$ cat src/rtl/sprite_pkg.sv
// ---------------------------------------------------------------------------
// Module  : sprite_pkg
// Purpose : Shared attribute field positions, scan state encoding and height decode.
// Rev     : 1.0  initial release
// ---------------------------------------------------------------------------
`default_nettype none

package sprite_pkg;

  // Word0 fields
  localparam int ADDR_LSB = 0;
  localparam int ADDR_MSB = 15;
  localparam int X_LSB    = 16;
  localparam int X_MSB    = 25;

  // Word1 fields
  localparam int Y_LSB    = 0;
  localparam int Y_MSB    = 9;
  localparam int FLIP_BIT = 17;
  localparam int Z_LSB    = 18;
  localparam int Z_MSB    = 19;
  localparam int SIZE_LSB = 22;
  localparam int SIZE_MSB = 23;

  typedef enum logic [2:0] {
    S_IDLE = 3'd0,
    S_CHK  = 3'd1,
    S_W0   = 3'd2,
    S_EMIT = 3'd3,
    S_DONE = 3'd4
  } state_t;

  function automatic logic [6:0] height_decode(input logic [1:0] code);
    height_decode = 7'(8 << code);
  endfunction

endpackage

`default_nettype wire

$ cat src/rtl/sprite_hit_check.sv
// ---------------------------------------------------------------------------
// Module  : sprite_hit_check
// Purpose : Vertical hit test and row select for one sprite against a scanline.
// Rev     : 1.0  initial release
// ---------------------------------------------------------------------------
`default_nettype none

module sprite_hit_check
  import sprite_pkg::*;
(
  input  logic [31:0] i_word1,
  input  logic [9:0]  i_line,
  output logic        o_hit,
  output logic [5:0]  o_row
);

  logic [9:0] w_dy;
  logic [6:0] w_height;
  logic [6:0] w_row_full;
  logic       w_unused;

  // Modulo-1024 subtraction lets sprites straddle the bottom/top wrap.
  assign w_dy       = i_line - i_word1[Y_MSB:Y_LSB];
  assign w_height   = height_decode(i_word1[SIZE_MSB:SIZE_LSB]);
  assign o_hit      = (i_word1[Z_MSB:Z_LSB] != 2'b00) && (w_dy < {3'b000, w_height});
  assign w_row_full = i_word1[FLIP_BIT] ? (w_height - 7'd1 - w_dy[6:0]) : w_dy[6:0];
  assign o_row      = w_row_full[5:0];

  assign w_unused = ^{i_word1[31:24], i_word1[21:20], i_word1[16:10], w_row_full[6]};

endmodule

`default_nettype wire

$ cat src/rtl/sprite_scan_ctrl.sv
// ---------------------------------------------------------------------------
// Module  : sprite_scan_ctrl
// Purpose : Per-line sprite attribute scanner feeding the renderer by valid/ready.
//           Optional statistics outputs enabled by SPRITE_SCAN_STATS_EN.
// Rev     : 1.0  initial release
// ---------------------------------------------------------------------------
`default_nettype none

module sprite_scan_ctrl
  import sprite_pkg::*;
#(
  parameter int NUM_SPRITES  = 128,
  parameter int MAX_PER_LINE = 16
) (
  input  logic        clk_i,
  input  logic        rst_n_i,
  input  logic        line_start_i,
  input  logic [9:0]  line_idx_i,
  input  logic        sprites_en_i,
  output logic        rd_en_o,
  output logic [7:0]  rd_addr_o,
  input  logic [31:0] rd_data_i,
  output logic        out_valid_o,
  input  logic        out_ready_i,
  output logic [6:0]  out_idx_o,
  output logic [63:0] out_attr_o,
  output logic [5:0]  out_row_o,
  output logic        busy_o,
  output logic        done_o
`ifdef SPRITE_SCAN_STATS_EN
  ,
  output logic [6:0]  hit_count_o,
  output logic        overflow_o
`endif
);

  localparam logic [6:0] c_last_idx = 7'(NUM_SPRITES - 1);
  localparam logic [6:0] c_hit_cap  = 7'(MAX_PER_LINE);

  state_t      r_state;
  logic [9:0]  r_line;
  logic [6:0]  r_idx;
  logic [6:0]  r_hits;
  logic [63:0] r_attr;
  logic [5:0]  r_row;
  logic        r_valid;
  logic        r_done;

  logic        w_hit;
  logic [5:0]  w_row;
  logic [6:0]  w_next_idx;
  logic [6:0]  w_hits_inc;
  logic        w_last;
  logic        w_cap;
  logic        w_handshake;
  logic        w_to_done;

  sprite_hit_check u_hit_check (
    .i_word1 (rd_data_i),
    .i_line  (r_line),
    .o_hit   (w_hit),
    .o_row   (w_row)
  );

  assign w_next_idx  = r_idx + 7'd1;
  assign w_hits_inc  = r_hits + 7'd1;
  assign w_last      = (r_idx == c_last_idx);
  assign w_cap       = (w_hits_inc == c_hit_cap);
  assign w_handshake = (r_state == S_EMIT) && r_valid && out_ready_i;

  // A line start overrides whatever the scan was doing this cycle.
  assign w_to_done = line_start_i ? !sprites_en_i
                   : (((r_state == S_CHK) && !w_hit && w_last) ||
                      (w_handshake && (w_cap || w_last)));

  always_comb begin
    rd_en_o   = 1'b0;
    rd_addr_o = 8'd0;
    if (line_start_i) begin
      if (sprites_en_i) begin
        rd_en_o   = 1'b1;
        rd_addr_o = 8'd1;
      end
    end else begin
      case (r_state)
        S_CHK: begin
          if (w_hit) begin
            rd_en_o   = 1'b1;
            rd_addr_o = {r_idx, 1'b0};
          end else if (!w_last) begin
            rd_en_o   = 1'b1;
            rd_addr_o = {w_next_idx, 1'b1};
          end
        end
        S_EMIT: begin
          if (w_handshake && !w_cap && !w_last) begin
            rd_en_o   = 1'b1;
            rd_addr_o = {w_next_idx, 1'b1};
          end
        end
        default: ;
      endcase
    end
  end

  always_ff @(posedge clk_i or negedge rst_n_i) begin
    if (!rst_n_i) begin
      r_state <= S_IDLE;
      r_line  <= '0;
      r_idx   <= '0;
      r_hits  <= '0;
      r_attr  <= '0;
      r_row   <= '0;
      r_valid <= 1'b0;
      r_done  <= 1'b0;
    end else begin
      r_done <= w_to_done;
      if (line_start_i) begin
        r_line  <= line_idx_i;
        r_idx   <= '0;
        r_hits  <= '0;
        r_valid <= 1'b0;
        r_state <= sprites_en_i ? S_CHK : S_DONE;
      end else begin
        case (r_state)
          S_CHK: begin
            if (w_hit) begin
              r_attr[63:32] <= rd_data_i;
              r_row         <= w_row;
              r_state       <= S_W0;
            end else if (w_last) begin
              r_state <= S_DONE;
            end else begin
              r_idx <= w_next_idx;
            end
          end
          S_W0: begin
            r_attr[31:0] <= rd_data_i;
            r_valid      <= 1'b1;
            r_state      <= S_EMIT;
          end
          S_EMIT: begin
            if (w_handshake) begin
              r_valid <= 1'b0;
              r_hits  <= w_hits_inc;
              if (w_cap || w_last) begin
                r_state <= S_DONE;
              end else begin
                r_idx   <= w_next_idx;
                r_state <= S_CHK;
              end
            end
          end
          S_DONE:  r_state <= S_IDLE;
          default: r_state <= S_IDLE;
        endcase
      end
    end
  end

`ifdef SPRITE_SCAN_STATS_EN
  logic [6:0] r_hit_count;
  logic       r_overflow;

  // Overflow means the cap cut the scan short with sprites still untested.
  always_ff @(posedge clk_i or negedge rst_n_i) begin
    if (!rst_n_i) begin
      r_hit_count <= '0;
      r_overflow  <= 1'b0;
    end else if (w_to_done) begin
      r_hit_count <= line_start_i ? 7'd0 : (w_handshake ? w_hits_inc : r_hits);
      r_overflow  <= !line_start_i && w_handshake && w_cap && !w_last;
    end
  end

  assign hit_count_o = r_hit_count;
  assign overflow_o  = r_overflow;
`endif

  assign out_valid_o = r_valid;
  assign out_idx_o   = r_idx;
  assign out_attr_o  = r_attr;
  assign out_row_o   = r_row;
  assign busy_o      = (r_state != S_IDLE);
  assign done_o      = r_done;

endmodule

`default_nettype wire

$ cat config.mk
export PLATFORM = sky130hd
export DESIGN_NAME = sprite_scan_ctrl
export DESIGN_NICKNAME = d
export VERILOG_FILES = /design/src/rtl/sprite_pkg.sv /design/src/rtl/sprite_hit_check.sv /design/src/rtl/sprite_scan_ctrl.sv
export SDC_FILE = /design/constraint.sdc
export NUM_CORES = 1
export LEC_CHECK = 0
export BUFFER_PORTS_ARGS = -buffer_cell sky130_fd_sc_hd__clkbuf_2
export CORE_MARGIN = 2
export CORE_UTILIZATION = 57
export DETAILED_ROUTE_END_ITERATION = 8
export PLACE_DENSITY = 0.86
export SLEW_MARGIN = 10
export SYNTH_ARGS = -nofsm -noshare
export SYNTH_HDL_FRONTEND = slang
export SYNTH_SLANG_ARGS = --single-unit
$ cat constraint.sdc
create_clock -name clk_i -period 6.9 [get_ports clk_i]
set_input_delay 1.035 -clock clk_i [delete_from_list [all_inputs] [get_ports clk_i]]
set_output_delay 1.035 -clock clk_i [all_outputs]
set_load 0.05 [all_outputs]
======== Word-level counts from Yosys, hierarchy flattened ========
Index checks and enable logic that the tools add are counted.
operators by class
  muxes and demuxes ....................... 33
  shift operators ......................... 1
  $add $sub $neg .......................... 5
  eq/ne operators ......................... 10
  multipliers ............................. 0
  order comparisons ....................... 1
  divide/modulo/power cells ............... 0
  bitwise logic cells ..................... 1
  reductions and logical operators ........ 26
operators by type and width
  cell                                               count
  2-to-1 mux 7 bit                                   8
  2-to-1 mux 8 bit                                   4
  2-to-1 mux 3 bit                                   6
  case mux 8 bit (2 select lines)                    1
  adder 7 x 1 -> 7 bit (second input constant)       2
  case mux 7 bit (2 select lines)                    1
  inequality test 3 bit (second input constant)      4
  less-than comparator 10 x 7 -> 1 bit               1
  subtractor 10 bit                                  1
  2-to-1 mux 1 bit                                   9
  case mux 3 bit (3 select lines)                    1
  nonzero test 3 bit                                 3
  logical AND 1 bit                                  8
  AND reduction 2 bit                                4
  == test 7 x 5 -> 1 bit (second input constant)     1
  == test 7 bit (second input constant)              1
  left shift 4 x 2 -> 7 bit (first input constant)   1
  == test 3 x 2 -> 1 bit (second input constant)     2
  2-to-1 mux 6 bit                                   1
  nonzero test 2 bit                                 3
  subtractor 6 x 1 -> 6 bit (second input constant)  1
  subtractor 6 bit                                   1
  AND reduction 5 bit                                1
  logical NOT 1 bit                                  4
  other kinds (6)                                    8
storage, ports and cells
  output and inout bits ................... 89
  word-level logic and storage cells ...... 86
  input port bits ......................... 47
  bits in latches ......................... 0
  memories ................................ 0
  memory bits (read-only) ................. 0
  memory bits (writable) .................. 0
  bits in registers ....................... 99

======== Logic depth before layout (Yosys ltp) ========
  depth after elaboration ................. 8
  depth in mapped cells ................... 17

======== By module ========
Synthesis repeated with hierarchy kept, for this count alone.
second synthesis, totals
  cell total of the unflattened synthesis .. 504
  area total of the unflattened synthesis .. 5004.8 um2
modules (own cells, without submodules)
  module            instances  cells each  area an instance (um2)  seq. area each (um2)
  sprite_scan_ctrl  1          398         4237.8                  2477.4
  sprite_hit_check  1          106         767.0                   0.0

======== Worst setup path after synthesis ========
OpenSTA, ideal clock, no wires.
  path type ............................... input to output
  start point ............................. input port rd_data_i[0]
  end point ............................... output port rd_addr_o[6]
  arrival ................................. 4.322 ns
  stages .................................. 15
  path buffers ............................ 0
  slack ................................... 1.543 ns
  cell sequence ........................... ha_1 > inv_1 > fa_1 > a21oi_1 > nor2b_1 > nor2_1 > xnor2_1 > ha_1 > o21a_1 > o21a_1 > o21ai_0 > o311ai_0 > o31ai_1 > a2bb2oi_1 > o21ai_0
between the ends
  cells in the longest elaborated chain, start to end .. 6
ends and longest elaborated chain
  what                                  RTL line                RTL
  start, declared                       sprite_scan_ctrl.sv:22  input logic [31:0] rd_data_i,
  subtractor 10 bit                     sprite_hit_check.sv:23  assign w_dy = i_line - i_word1[Y_MSB:Y_LSB];
  less-than comparator 10 x 7 -> 1 bit  sprite_hit_check.sv:25  assign o_hit = (i_word1[Z_MSB:Z_LSB] != 2'b00) && (w_dy < {3'b000, w_height});
  logical AND 1 bit                     sprite_hit_check.sv:25
  2-to-1 mux 8 bit                      sprite_scan_ctrl.sv:87  if (w_hit) begin
  case mux 8 bit (2 select lines)       sprite_scan_ctrl.sv:85  case (r_state)
  2-to-1 mux 8 bit                      sprite_scan_ctrl.sv:79  if (line_start_i) begin
  end, declared                         sprite_scan_ctrl.sv:21  output logic [7:0] rd_addr_o,
Every way passes these cells.

======== Worst setup path after layout ========
Same ends and word-level chain as after synthesis.

==> implementation parameters <==
Parameter                              Value

STA
  Number of max-slew violations in the final report    0
  Relative slew slack    39.68%
  Minimum clock period after layout    5.888 ns
  Worst Hold Margin    0.5136 ns
  Final hold viol count    0
  Worst-Margin Slew    0.8972 ns
  Highest clock frequency the design can meet    around 170 MHz
  RSZ-0062 raised after global routing    false
  Worst setup skew after layout    between 0.01 and 0.015 ns
  Portion of the clock cycle consumed by the worst path in the final layout    85.33%
  Final Setup Violations    0
  Final-layout setup total negative slack    0 ns

Critical path
  Sort of element at the start of the critical path    primary input
  Crit. End Element    primary output
  CP Cell Sequence    clkbuf_2 > ha_1 > inv_1 > fa_1 > a21oi_1 > nor2b_1 > nor2_1 > xnor2_1 > ha_1 > o21a_1 > o21a_1 > o21ai_0 > o311ai_0 > o31ai_1 > a2bb2oi_1 > o21ai_0 > clkbuf_2
  Critical Path AT    about 4.9 ns
  Reg2reg setup slack    about 2.6 ns
  Category of the most critical setup path    primary input to primary output
  Critical-path top delay cell    o31ai_1
  Required time reported for the critical path endpoint    5.86 ns
  Largest fanout on the critical path    7
  Critical Path Max Stage Delay    0.79 ns

Clocking
  Hold-fix buffer count after cts    0
  Clock latency on the worst-skew pair    approximately 0.36 ns
  Resized Gates After CTS    0
  Number of buffers inserted by post-CTS setup repair    0
  Clock transition time at the flip-flop clock pins of the worst setup and hold paths    0.09 ns
  Maximum buffer depth of the clock tree    2
  Number of levels in the clock H-tree    3
  Num CTS Buffers    9
  CTS tree    done
  TritonCTS Sinks    99
  CTS root buf    clkbuf_8

Routing
  Count of nets left with antenna violations after detail routing    0
  Vias post-DR    3572
  Post-route DRC violation count    0
  DRT iter0 DRCs    147
  Routed wire length    10.31 mm
  Average routed wire per standard cell    roughly 16 µm
  Detailed Routing Iterations Pass 1    4
  Via density per instance    5.504

Yosys
  Number of warnings issued by yosys    0
  Share of synthesized registers carrying an async set or reset    100.0%
  Netlist Area Pre-Place    4911 µm²
  Yosys reg bits    99
  Syn nets    467
  Number of synthesized flops with an enable pin    0
  Syn Area/Cell    12.22 µm²
  Post-Synthesis Cells    between 400 and 500
  Share of the synthesized area in the top cell type    50.45%
  Synth area leader    dfrtp_1
  Seq/Total Area, Yosys    approximately half
  Dominant synthesized flop cell    dfrtp_1
  Number of distinct library cells after synthesis    47
  Most area-consuming cells after synthesis    dfrtp_1, mux2_2, mux2_4

Min path
  Kind of path behind the tightest hold check    register to register

Finish
  Antenna Cells    0
  Register Area    2477 µm²
  Area of the multi-input gates    2298 µm²
  Area growth from synthesis to layout    19.52%
  Total Nets Final    a little over 600
  Commonest cells after routing, fill and taps aside    clkbuf_2, dfrtp_1, mux2_2, mux2_4, nor2_1
  Fraction of final layout cells sized beyond drive strength 1    44.12%
  Most common cell after layout, fill and taps aside    clkbuf_2
  Number of inserted filler cells in the final layout    between 600 and 700

Floorplanning
  Die area    9374 µm²
  Overall die width    approximately 97 µm
  Core outline area    just over 8000 µm²
  Boundary Pins    136
  Row count    33
  Die height    96.82 µm
  Initial core utilization    around three fifths

GRT
  Largest net degree at the start of global routing    between 60 and 70
  Total global routing track utilization    between 20 and 25%
  First-pass GRT wire length    roughly 17 mm
  Number of global-route vias before repair    3540
  Number of antenna violations at the first check in global routing    0
  Congestion Overflow GR    0

Power
  Leakage power total    3.027 nW
  Maximum ir drop on the vdd rail    roughly 0.18 mV
  Areal power density over the cells    330.0 nW/µm²

Place
  RePlAce Congestion    roughly 0.9
  Total of buffers placed on input and output ports    135
  Detailed placement HPWL    7.636 mm

Flow run
  Count of maximum capacitance violations    0

Outcome
  Run status    completed
critical path, delay by kind of cell:
family / cells / cell delay, ns
XOR/XNOR: 1 / 0.21
adder cells (fa/ha/maj): 3 / 0.91
AO/OA/AOI/OAI: 8 / 2.07
buffers and inverters: 3 / 0.43
AND/OR/NAND/NOR: 2 / 0.18
synth_stat cells (all sizes together), types with 5 or more instances:
master / number
dfrtp: 99
mux2: 77
nor2: 28
nand2: 22
a21oi: 18
inv: 18
ha: 16
a21o: 12
o21ai: 12
nor3: 10
xnor2: 10
nand2b: 8
clkbuf: 7
nand3: 7
buf: 5
xor2: 5
where the power goes:
group | internal [mW] | switching (mW)
clock | 0.149 | 0.215
sequential | 0.693 | 0.0670
combinational | 0.245 | 0.568
total | 1.09 | 0.851
metrics by stage:
stage / worst slack (ns) / power (mW) / cell area, µm² / utilization [%] / std cells
6_report: 1.012 / 1.937 / 5869 / 70.72 / 649
5_1_grt: 0.6371 / 2.028 / 5869 / 70.72 / 649
4_1_cts: 0.9589 / 1.949 / 5869 / 70.72 / 649
3_5_place_dp: 0.9923 / 1.586 / 5675 / 68.39 / 633
3_3_place_gp: 1.081 / 1.564 / 5675 / 68.39 / 633
2_1_floorplan: 1.543 / 1.388 / 4911 / - / 402
layer usage:
layer  track usage, %  vias up  part of all wire, %  routed length [µm]
li1                 -     1688                    -                   -
met1            28.78     1767                   43                4388
met2            37.87       96                   51                5307
met3            4.335       21                  4.0                 416
met4            7.801        0                  1.9                 195
met5                0        -                    0                   0
flip-flops by register name, indices dropped and copies added, names as in the netlist:
name	flops
r_state	3
out_row_o	6
r_hits	7
r_line	10
done_o	1
out_valid_o	1
out_attr_o	64
out_idx_o	7
kinds of logic (layout without fill, tap and decap cells):
family / count (synthesis) / count (layout) / synth area share, %
buf+inv: 30 / 172 / 2.853
compound gates: 65 / 65 / 8.764
flops: 99 / 99 / 50.45
xor+xnor: 15 / 15 / 2.675
simple gates: 95 / 95 / 9.809
fa+ha+maj: 18 / 18 / 4.892
mux: 80 / 80 / 20.56
final cells by class:
class                   count  area share (%)
repair buffers            138           11.94
flip-flops and latches     99           42.21
clock buffers              10           2.345
well taps                 105           2.238
inverters                  18           1.151
clock inverters             6          0.9593
multi-input cells         273           39.16
path summary, 6_finish.rpt:
check                                  to  cells past startpoint          start
hold / removal              out_attr_o[7]                      1  out_attr_o[7]
hold reg to reg             out_attr_o[7]                      1  out_attr_o[7]
setup reg to reg           out_attr_o[33]                     16      r_line[0]
max in group asynchronous  out_attr_o[33]                      2        rst_n_i
setup / recovery             rd_addr_o[6]                     17   rd_data_i[0]
min in group asynchronous    out_idx_o[3]                      1        rst_n_i
No activity file was read; power rests on OpenSTA's default activity.
